===== src/rtl/branch_pred_ctrl_pkg.sv =====
`default_nettype none
// ============================================================================
// branch_pred_ctrl_pkg : PC-mux select encoding, PHT counter type and helpers
// Revision 1.0
// ============================================================================
package branch_pred_ctrl_pkg;

  typedef enum logic [2:0] {
    PCMUX_PLUS2   = 3'b000,
    PCMUX_BRTGT   = 3'b001,
    PCMUX_JUMP    = 3'b010,
    PCMUX_TRAP    = 3'b011,
    PCMUX_PRED    = 3'b100,
    PCMUX_RECOVER = 3'b101
  } lc3b_pcmux_sel;

  typedef logic [1:0] lc3b_bpctr;

  localparam lc3b_bpctr BPCTR_SNT = 2'b00;
  localparam lc3b_bpctr BPCTR_WNT = 2'b01;
  localparam lc3b_bpctr BPCTR_WT  = 2'b10;
  localparam lc3b_bpctr BPCTR_ST  = 2'b11;

  localparam logic [3:0] OP_BR = 4'b0000;

  function automatic lc3b_bpctr bpctr_next(input lc3b_bpctr c, input logic taken);
    lc3b_bpctr n;
    n = c;
    if (taken && c != BPCTR_ST)
      n = c + 2'b01;
    else if (!taken && c != BPCTR_SNT)
      n = c - 2'b01;
    return n;
  endfunction

endpackage
`default_nettype wire


===== src/rtl/branch_pred_ctrl_if.sv =====
`default_nettype none
// ============================================================================
// branch_pred_ctrl_if : fetch / resolve / redirect bundle of the predictor
// Revision 1.0
// ============================================================================
interface branch_pred_ctrl_if #(
  parameter int IDX_BITS = 6,
  parameter int CNT_W    = 16
);
  logic [15:0]         fetch_pc;
  logic [3:0]          fetch_opcode;
  logic [2:0]          fetch_nzp;
  logic                predict_taken;
  logic [IDX_BITS-1:0] predict_idx;
  logic                exme_trap;
  logic                idex_jump;
  logic                res_valid;
  logic [IDX_BITS-1:0] res_idx;
  logic                res_pred;
  logic                res_taken;
  logic [2:0]          res_nzp;
  logic [2:0]          pcmux_sel;
  logic                flush;
  logic [CNT_W-1:0]    mispredict_count;

  modport slave (
    input  fetch_pc, fetch_opcode, fetch_nzp, exme_trap, idex_jump,
           res_valid, res_idx, res_pred, res_taken, res_nzp,
    output predict_taken, predict_idx, pcmux_sel, flush, mispredict_count
  );

  modport master (
    output fetch_pc, fetch_opcode, fetch_nzp, exme_trap, idex_jump,
           res_valid, res_idx, res_pred, res_taken, res_nzp,
    input  predict_taken, predict_idx, pcmux_sel, flush, mispredict_count
  );
endinterface
`default_nettype wire


===== src/rtl/branch_pred_ctrl_bp_pht.sv =====
`default_nettype none
// ============================================================================
// bp_pht : 2-bit saturating counter table, async read, trained on resolve
// Revision 1.0
// ============================================================================
module bp_pht
  import branch_pred_ctrl_pkg::*;
#(
  parameter int        IDX_BITS = 6,
  parameter lc3b_bpctr INIT_CTR = BPCTR_WNT
) (
  input  wire logic                clk,
  input  wire logic                reset,
  input  wire logic [IDX_BITS-1:0] i_rd_idx,
  output lc3b_bpctr                o_rd_ctr,
  input  wire logic                i_wr_en,
  input  wire logic [IDX_BITS-1:0] i_wr_idx,
  input  wire logic                i_wr_taken
);
  localparam int DEPTH = 1 << IDX_BITS;

  lc3b_bpctr r_ctr [DEPTH];

  // Read returns the pre-update value when it collides with a same-cycle write.
  assign o_rd_ctr = r_ctr[i_rd_idx];

  always_ff @(posedge clk or posedge reset) begin
    if (reset) begin
      for (int i = 0; i < DEPTH; i++)
        r_ctr[i] <= INIT_CTR;
    end else if (i_wr_en) begin
      r_ctr[i_wr_idx] <= bpctr_next(r_ctr[i_wr_idx], i_wr_taken);
    end
  end
endmodule
`default_nettype wire


===== src/rtl/branch_pred_ctrl.sv =====
`default_nettype none
// ============================================================================
// branch_pred_ctrl : PHT branch predictor, PC-mux priority, flush, stats.
// Optional gshare indexing via macro BP_GSHARE_EN.   Revision 1.0
// ============================================================================
module branch_pred_ctrl
  import branch_pred_ctrl_pkg::*;
#(
  parameter int        IDX_BITS = 6,
  parameter int        CNT_W    = 16,
  parameter lc3b_bpctr INIT_CTR = BPCTR_WNT
) (
  input  wire logic          clk,
  input  wire logic          reset,
  branch_pred_ctrl_if.slave  bus
);
  logic [IDX_BITS-1:0] w_idx;
  lc3b_bpctr           w_ctr;
  logic                w_resolve;
  logic                w_mis_t;
  logic                w_mis_nt;
  logic                w_pred;
  lc3b_pcmux_sel       w_sel;
  logic [CNT_W-1:0]    r_cnt;

  wire w_unused = ^{bus.fetch_pc[15:IDX_BITS+1], bus.fetch_pc[0]};

  assign w_resolve = bus.res_valid && (bus.res_nzp != 3'b000);

`ifdef BP_GSHARE_EN
  logic [IDX_BITS-1:0] r_ghr;

  // History is only shifted by resolved branches, so it is never speculative.
  always_ff @(posedge clk or posedge reset) begin
    if (reset)
      r_ghr <= '0;
    else if (w_resolve)
      r_ghr <= {r_ghr[IDX_BITS-2:0], bus.res_taken};
  end

  assign w_idx = bus.fetch_pc[IDX_BITS:1] ^ r_ghr;
`else
  assign w_idx = bus.fetch_pc[IDX_BITS:1];
`endif

  bp_pht #(
    .IDX_BITS (IDX_BITS),
    .INIT_CTR (INIT_CTR)
  ) u_pht (
    .clk        (clk),
    .reset      (reset),
    .i_rd_idx   (w_idx),
    .o_rd_ctr   (w_ctr),
    .i_wr_en    (w_resolve),
    .i_wr_idx   (bus.res_idx),
    .i_wr_taken (bus.res_taken)
  );

  assign w_mis_t  = w_resolve &&  bus.res_taken && !bus.res_pred;
  assign w_mis_nt = w_resolve && !bus.res_taken &&  bus.res_pred;

  // nzp == 111 is an unconditional branch, so it is always predicted taken.
  assign w_pred = (bus.fetch_nzp == 3'b111) ||
                  ((bus.fetch_opcode == OP_BR) && (bus.fetch_nzp != 3'b000) && w_ctr[1]);

  always_comb begin
    w_sel = PCMUX_PLUS2;
    if (bus.exme_trap)
      w_sel = PCMUX_TRAP;
    else if (bus.idex_jump)
      w_sel = PCMUX_JUMP;
    else if (w_mis_t)
      w_sel = PCMUX_BRTGT;
    else if (w_mis_nt)
      w_sel = PCMUX_RECOVER;
    else if (w_pred)
      w_sel = PCMUX_PRED;
  end

  always_ff @(posedge clk or posedge reset) begin
    if (reset)
      r_cnt <= '0;
    else if ((w_mis_t || w_mis_nt) && (r_cnt != {CNT_W{1'b1}}))
      r_cnt <= r_cnt + 1'b1;
  end

  assign bus.predict_taken    = w_pred;
  assign bus.predict_idx      = w_idx;
  assign bus.pcmux_sel        = w_sel;
  assign bus.flush            = w_mis_t || w_mis_nt;
  assign bus.mispredict_count = r_cnt;
endmodule
`default_nettype wire


===== src/flat_wrapper.sv =====
// flat-port wrapper written by rule: the top's interface ports become plain ports
module branch_pred_ctrl_flat import branch_pred_ctrl_pkg::*;
#(
  parameter int        IDX_BITS = 6,
  parameter int        CNT_W    = 16,
  parameter lc3b_bpctr INIT_CTR = BPCTR_WNT
)
  (clk, reset, bus_fetch_pc, bus_fetch_opcode, bus_fetch_nzp, bus_exme_trap, bus_idex_jump, bus_res_valid, bus_res_idx, bus_res_pred, bus_res_taken, bus_res_nzp, bus_predict_taken, bus_predict_idx, bus_pcmux_sel, bus_flush, bus_mispredict_count);
  branch_pred_ctrl_if #(.IDX_BITS(IDX_BITS), .CNT_W(CNT_W)) bus_i ();
  input  wire logic clk;
  input  wire logic reset;
  input wire logic [$bits(bus_i.fetch_pc)-1:0] bus_fetch_pc;
  input wire logic [$bits(bus_i.fetch_opcode)-1:0] bus_fetch_opcode;
  input wire logic [$bits(bus_i.fetch_nzp)-1:0] bus_fetch_nzp;
  input wire logic [$bits(bus_i.exme_trap)-1:0] bus_exme_trap;
  input wire logic [$bits(bus_i.idex_jump)-1:0] bus_idex_jump;
  input wire logic [$bits(bus_i.res_valid)-1:0] bus_res_valid;
  input wire logic [$bits(bus_i.res_idx)-1:0] bus_res_idx;
  input wire logic [$bits(bus_i.res_pred)-1:0] bus_res_pred;
  input wire logic [$bits(bus_i.res_taken)-1:0] bus_res_taken;
  input wire logic [$bits(bus_i.res_nzp)-1:0] bus_res_nzp;
  output wire logic [$bits(bus_i.predict_taken)-1:0] bus_predict_taken;
  output wire logic [$bits(bus_i.predict_idx)-1:0] bus_predict_idx;
  output wire logic [$bits(bus_i.pcmux_sel)-1:0] bus_pcmux_sel;
  output wire logic [$bits(bus_i.flush)-1:0] bus_flush;
  output wire logic [$bits(bus_i.mispredict_count)-1:0] bus_mispredict_count;
  assign bus_i.fetch_pc = bus_fetch_pc;
  assign bus_i.fetch_opcode = bus_fetch_opcode;
  assign bus_i.fetch_nzp = bus_fetch_nzp;
  assign bus_i.exme_trap = bus_exme_trap;
  assign bus_i.idex_jump = bus_idex_jump;
  assign bus_i.res_valid = bus_res_valid;
  assign bus_i.res_idx = bus_res_idx;
  assign bus_i.res_pred = bus_res_pred;
  assign bus_i.res_taken = bus_res_taken;
  assign bus_i.res_nzp = bus_res_nzp;
  assign bus_predict_taken = bus_i.predict_taken;
  assign bus_predict_idx = bus_i.predict_idx;
  assign bus_pcmux_sel = bus_i.pcmux_sel;
  assign bus_flush = bus_i.flush;
  assign bus_mispredict_count = bus_i.mispredict_count;
  branch_pred_ctrl #(.IDX_BITS(IDX_BITS), .CNT_W(CNT_W), .INIT_CTR(INIT_CTR)) u_core (.clk(clk), .reset(reset), .bus(bus_i));
endmodule

===== config.mk =====
export PLATFORM = sky130hd
export DESIGN_NAME = branch_pred_ctrl_flat
export DESIGN_NICKNAME = d
export VERILOG_FILES = /design/src/rtl/branch_pred_ctrl_pkg.sv /design/src/rtl/branch_pred_ctrl_if.sv /design/src/rtl/branch_pred_ctrl_bp_pht.sv /design/src/rtl/branch_pred_ctrl.sv /design/src/flat_wrapper.sv
export SDC_FILE = /design/constraint.sdc
export NUM_CORES = 1
export LEC_CHECK = 0
export CORE_UTILIZATION = 40
export DETAILED_ROUTE_END_ITERATION = 16
export PLACE_DENSITY_LB_ADDON = 0.15
export REMOVE_ABC_BUFFERS = 1
export SYNTH_ARGS = -nofsm -noshare
export SYNTH_HDL_FRONTEND = slang
export SYNTH_SLANG_ARGS = --single-unit

===== constraint.sdc =====
create_clock -name clk -period 9.8 [get_ports clk]
set_input_delay 1.47 -clock clk [delete_from_list [all_inputs] [get_ports clk]]
set_output_delay 1.47 -clock clk [all_outputs]
set_load 0.005 [all_outputs]

Word-level counts from Yosys, hierarchy flattened --
Index checks and enable logic that the tools add are counted.
Storage, ports and cells: bits in registers 144, latch bits 0, bits in writable memories 0, ROM bits 0, input bits 39, logic and storage cells 112, memories kept 0
Operators by class: add/subtract/negate cells 3, $mul 0, div/mod/pow operators 0, magnitude comparators 3, equality and inequality tests 3, shift operators 0, muxes and demuxes 17, bitwise logic cells 2, reductions and logical operators 19
Operator list (number):
- 128-bit bitwise mux | 1
- 2-bit binary-select mux with 6-bit select | 2
- 16-bit by 1-bit adder with 16-bit output, second input constant | 1
- 2-bit 2-to-1 mux | 8
- 16-bit != test, second input constant | 1
- 3-bit 2-to-1 mux | 5
- 7-bit >= comparator, second input constant | 2
- 6-bit NOT with 7-bit output | 2
- 2-bit demux with 6-bit select | 1
- 1-bit logical AND | 11
- 7-bit by 1-bit less-than comparator with 1-bit output, second input constant | 1
- 3-bit nonzero test | 2
- 4-bit zero test | 1
- 3-bit equality test, second input constant | 1
- 2-bit by 1-bit adder with 2-bit output, second input constant | 1
- 1-bit zero test | 2
- 1-bit logical OR | 2
- 2-bit != test, second input constant | 1
- 2-bit nonzero test | 1
- 2-bit by 1-bit subtractor with 2-bit output, second input constant | 1

Depth between registers and ports, before layout --
depth in word-level cells 11, mapped depth 15, mapped depth without buffers 11

By module --
From an unflattened synthesis, not the netlist that was laid out.
Second synthesis, totals: cell total of the unflattened synthesis 952, area total of the unflattened synthesis 9669.3 um^2
Modules (own cells, without submodules):
- bp_pht | times used 1, cells an instance 855, area each 8645.8 um^2, seq. area each 3283.1 um^2
- branch_pred_ctrl | times used 1, cells an instance 97, area each 1023.5 um^2, seq. area each 400.4 um^2

Least setup slack after synthesis --
Ideal clock, no wire load.
path kind input -> output, from input bus_fetch_pc[2], to output bus_pcmux_sel[2], arrival 3.640 ns, required time 8.330 ns, setup slack 4.690 ns, stages on the path 8, path through clkbuf_1 -> buf_2 -> mux4_2 -> o211ai_1 -> a211oi_1 -> a2111oi_0 -> o21ai_0 -> a22o_1
On the way: longest elaborated chain between the ends 11
RTL lines:
- start, declared | line flat_wrapper.sv:12 | input wire logic [$bits(bus_i.fetch_pc)-1:0] bus_fetch_pc;
- 6-bit NOT with 7-bit output (not written as such) | line branch_pred_ctrl_bp_pht.sv:25 | assign o_rd_ctr = r_ctr[i_rd_idx];
- 2-bit binary-select mux with 6-bit select | line branch_pred_ctrl_bp_pht.sv:25
- 2-bit 2-to-1 mux (not written as such) (2 in a row) | line branch_pred_ctrl_bp_pht.sv:25
- 1-bit logical AND | line branch_pred_ctrl.sv:64 | ((bus.fetch_opcode == OP_BR) && (bus.fetch_nzp != 3'b000) && w_ctr[1]);
- 1-bit logical OR | line branch_pred_ctrl.sv:63 | assign w_pred = (bus.fetch_nzp == 3'b111) ||
- net bus_predict_taken | line flat_wrapper.sv:22 | output wire logic [$bits(bus_i.predict_taken)-1:0] bus_predict_taken;
- 3-bit 2-to-1 mux | line branch_pred_ctrl.sv:76 | else if (w_pred)
- 3-bit 2-to-1 mux | line branch_pred_ctrl.sv:74 | else if (w_mis_nt)
- 3-bit 2-to-1 mux | line branch_pred_ctrl.sv:72 | else if (w_mis_t)
- 3-bit 2-to-1 mux | line branch_pred_ctrl.sv:70 | else if (bus.idex_jump)
- 3-bit 2-to-1 mux | line branch_pred_ctrl.sv:68 | if (bus.exme_trap)
- end, declared | line flat_wrapper.sv:24 | output wire logic [$bits(bus_i.pcmux_sel)-1:0] bus_pcmux_sel;
The timed path passes the listed nets, and every way through them passes these cells. The select of a mux whose other input is x is not followed.

Worst setup path after layout --
from input bus_fetch_pc[1], to output bus_pcmux_sel[2]
On the way: longest elaborated chain between the ends 11
RTL lines (line):
- 6-bit NOT with 7-bit output (not written as such) | branch_pred_ctrl_bp_pht.sv:25
- 2-bit binary-select mux with 6-bit select | branch_pred_ctrl_bp_pht.sv:25
- 2-bit 2-to-1 mux (not written as such) (2 in a row) | branch_pred_ctrl_bp_pht.sv:25
- 1-bit logical AND | branch_pred_ctrl.sv:64
- 1-bit logical OR | branch_pred_ctrl.sv:63
- 3-bit 2-to-1 mux | branch_pred_ctrl.sv:76
- 3-bit 2-to-1 mux | branch_pred_ctrl.sv:74
- 3-bit 2-to-1 mux | branch_pred_ctrl.sv:72
- 3-bit 2-to-1 mux | branch_pred_ctrl.sv:70
- 3-bit 2-to-1 mux | branch_pred_ctrl.sv:68
No other way between the ends. The select of a mux whose other input is x is not followed.

==> metrics <==
status=completed; clock sinks=144; Worst EP arrival=5.23 ns; leakage=3.64 nW; total power=1.87 mW; worst-path fanout max=16; PD cells=206 mW/mm2; Ant. Diodes=0; syn avg cell area=9.95 um2; Nets=867; Final Wtd Congestion=0.866; CP max stage cell=clkdlybuf4s50_1; Critical Path, Cell by Cell=clkdlybuf4s50_1, mux4_2, nor2b_1, a211oi_1, a211oi_1, a2111oi_0, o221ai_1, a22o_1, clkdlybuf4s50_1; final WL=22,600 um; worst slew pin tran=1.31 ns; Congestion Overflow GR=0; HPWL Detailed=14,800 um; period utilization=68.3%; IR drop worst, VDD=0.122 mV; DR WL/cell=20.6 um; pre-CTS WS=3.11 ns; type of the worst min-delay path=flip-flop to flip-flop; FF-to-FF Start=u_core.u_pht.r_ctr[45]; commonest non-fill, non-tap cells in the layout=nand2_1, dfrtp_1, o21ai_1; register area share after synthesis=46.9%; Die Span X=142 um; initial core utilization=41.4%; Worst setup SP type=input port; top cell type's share of synthesized area=25.5%; Core ar.=0.0190 mm2; RSZ-0062 raised after global routing=false; Clk Latency, worst-skew pair=0.44 ns; Core Util, Final=47.9%; Critical R2R Capture=u_core.u_pht.r_ctr[53]; hold-critical path endpoint=u_core.u_pht.r_ctr[110]; post-cts sizing count=0; Post-CTS Setup Inserts=0; Mapped Area=0.00785 mm2; Hold Startpoint=u_core.u_pht.r_ctr[110]; Synth Register Bits=144; IO Pins=66; Max stage delay on crit path=1.09 ns; num rows=50; # Max-Cap Violations=0; most common cell after layout, fill and taps aside=nand2_1; clock slew at reported path FFs=0.06 ns; area leader, netlist=dfrtp_1; die footprint=0.0202 mm2; Final Max Tran Viols=0; largest net degree at the start of global routing=74; final setup fails=0; clock root buffer=clkbuf_16; post-synth cell types=65; fmax=0.149 GHz; I/O Buffers=55; total CTS buffers=17; synth warn=0; synthesized instance count=789; relative slew slack=11.7%; skew final=0.00900 ns; die height=142 um; global-route wire length before repair=36,000 um; setup ws final=3.10 ns; CTS tree=built; # DRC=0; R2R cell count=12; clk buf depth=2; H-Tree Depth=4; Area Overhead vs Synth=15.5%; antenna viol nets, final=0; final hold vios=0; initial antenna violation count=0; Overall Global Routing Usage=23.8%; Worst Hold Depth=2; number of synthesized flops with an enable pin=0; Req. time, crit path=8.33 ns; Setup TNS Final=0 ns; routed vias=6,156; flop-to-flop setup slack=5.81 ns; area post-placement=0.00852 mm2; Vias/cell=5.61; Crit Path Category=input port to output port; post-route design area=0.00907 mm2; vias in the first global route=6,326; DRT Pass-1 Iters=5; cts hold-fix bufs=0; Top FF cell, synth=dfrtp_1; async set or reset register ratio after synthesis=100%; minimum clock period=6.70 ns; number of DRC markers in iteration 0=536; CP endpoint kind=output port; share of cells above drive strength 1=23.6%; largest cells by area after synthesis=dfrtp_1, dfstp_2, nand2_1
[cell families after synthesis]
kind of cell	count (synthesis)	share of synthesized area, %
xor gates and xnor gates	17	1.99
and+or+nand+nor	298	16.5
muxes	58	11.2
adders and majority gates	3	0.478
buffers and inverters	66	4.73
DFF	144	46.9
AOI/OAI and AO/OA	203	18.2
[critical path: cells and delay by family]
kind,cells,cell delay (ns)
mux,1,0.62
buf+inv,2,1.53
compound gates,5,1.45
simple gates,1,0.15
[synthesized netlist by cell type (all sizes together) (4+ instances only)]
cell / count
nand3: 5
nor2: 20
mux2: 10
nand2b: 4
nor2b: 4
mux2i: 26
dfstp: 64
and3: 6
a22oi: 8
a311oi: 4
dfrtp: 80
buf: 38
mux4: 22
inv: 18
a221oi: 17
nand2: 215
nand4: 6
clkbuf: 10
xor2: 9
and2: 7
a21oi: 8
xnor2: 8
o21ai: 133
nor3b: 5
a211oi: 5
nor3: 10
[worst max-delay path by stage]
stage / depth (start not counted) / slack (ns) / to / from
after floorplan: 11 / 4.49 / u_core.u_pht.r_ctr[51] / bus_res_idx[1]
after global placement: 9 / 3.26 / bus_pcmux_sel[2] / bus_fetch_pc[1]
after detailed placement: 9 / 3.11 / bus_pcmux_sel[2] / bus_fetch_pc[1]
after CTS: 9 / 3.10 / bus_pcmux_sel[2] / bus_fetch_pc[1]
after global routing: 9 / 2.87 / bus_pcmux_sel[2] / bus_fetch_pc[1]
final: 9 / 3.10 / bus_pcmux_sel[2] / bus_fetch_pc[1]
[power by group]
part | internal [mW] | total [mW] | switching, mW
sequential | 0.746 | 0.838 | 0.0915
combinational | 0.173 | 0.415 | 0.243
clock | 0.330 | 0.616 | 0.286
total | 1.25 | 1.87 | 0.620
[per-layer routing]
metal  part of all wire, %  vias up  global-route usage, %  wire, um
met1                    43     3028                   31.1      9810
li1                      -     2902                      -         -
met2                    49      180                   38.3     11000
met5                     0        -                      0         0
met3                   5.4       46                   5.35      1220
met4                   2.7        0                   9.62       617
[state kept, by name (all words and copies together) (netlist names)]
register / flops
u_core.bus.mispredict_count: 16
u_core.u_pht.r_ctr: 128
[cell type report]
| class | instances | area [um2] |
|---|---|---|
| multi-input cells | 579 | 3820 |
| fillers | 1756 | 9880 |
| repair buffers | 65 | 621 |
| clock inverters | 15 | 126 |
| inverters | 18 | 72.6 |
| well taps | 260 | 325 |
| flip-flops and latches | 144 | 3680 |
| clock buffers | 17 | 425 |
[metrics by stage]
step                      std cells  hold slack (ns)
after floorplan                 741            0.442
after global placement         1066            0.451
after detailed placement       1066            0.455
after CTS                      1098            0.465
after global routing           1098            0.473
final                          1098            0.463
(Power assumes the default switching activity.)
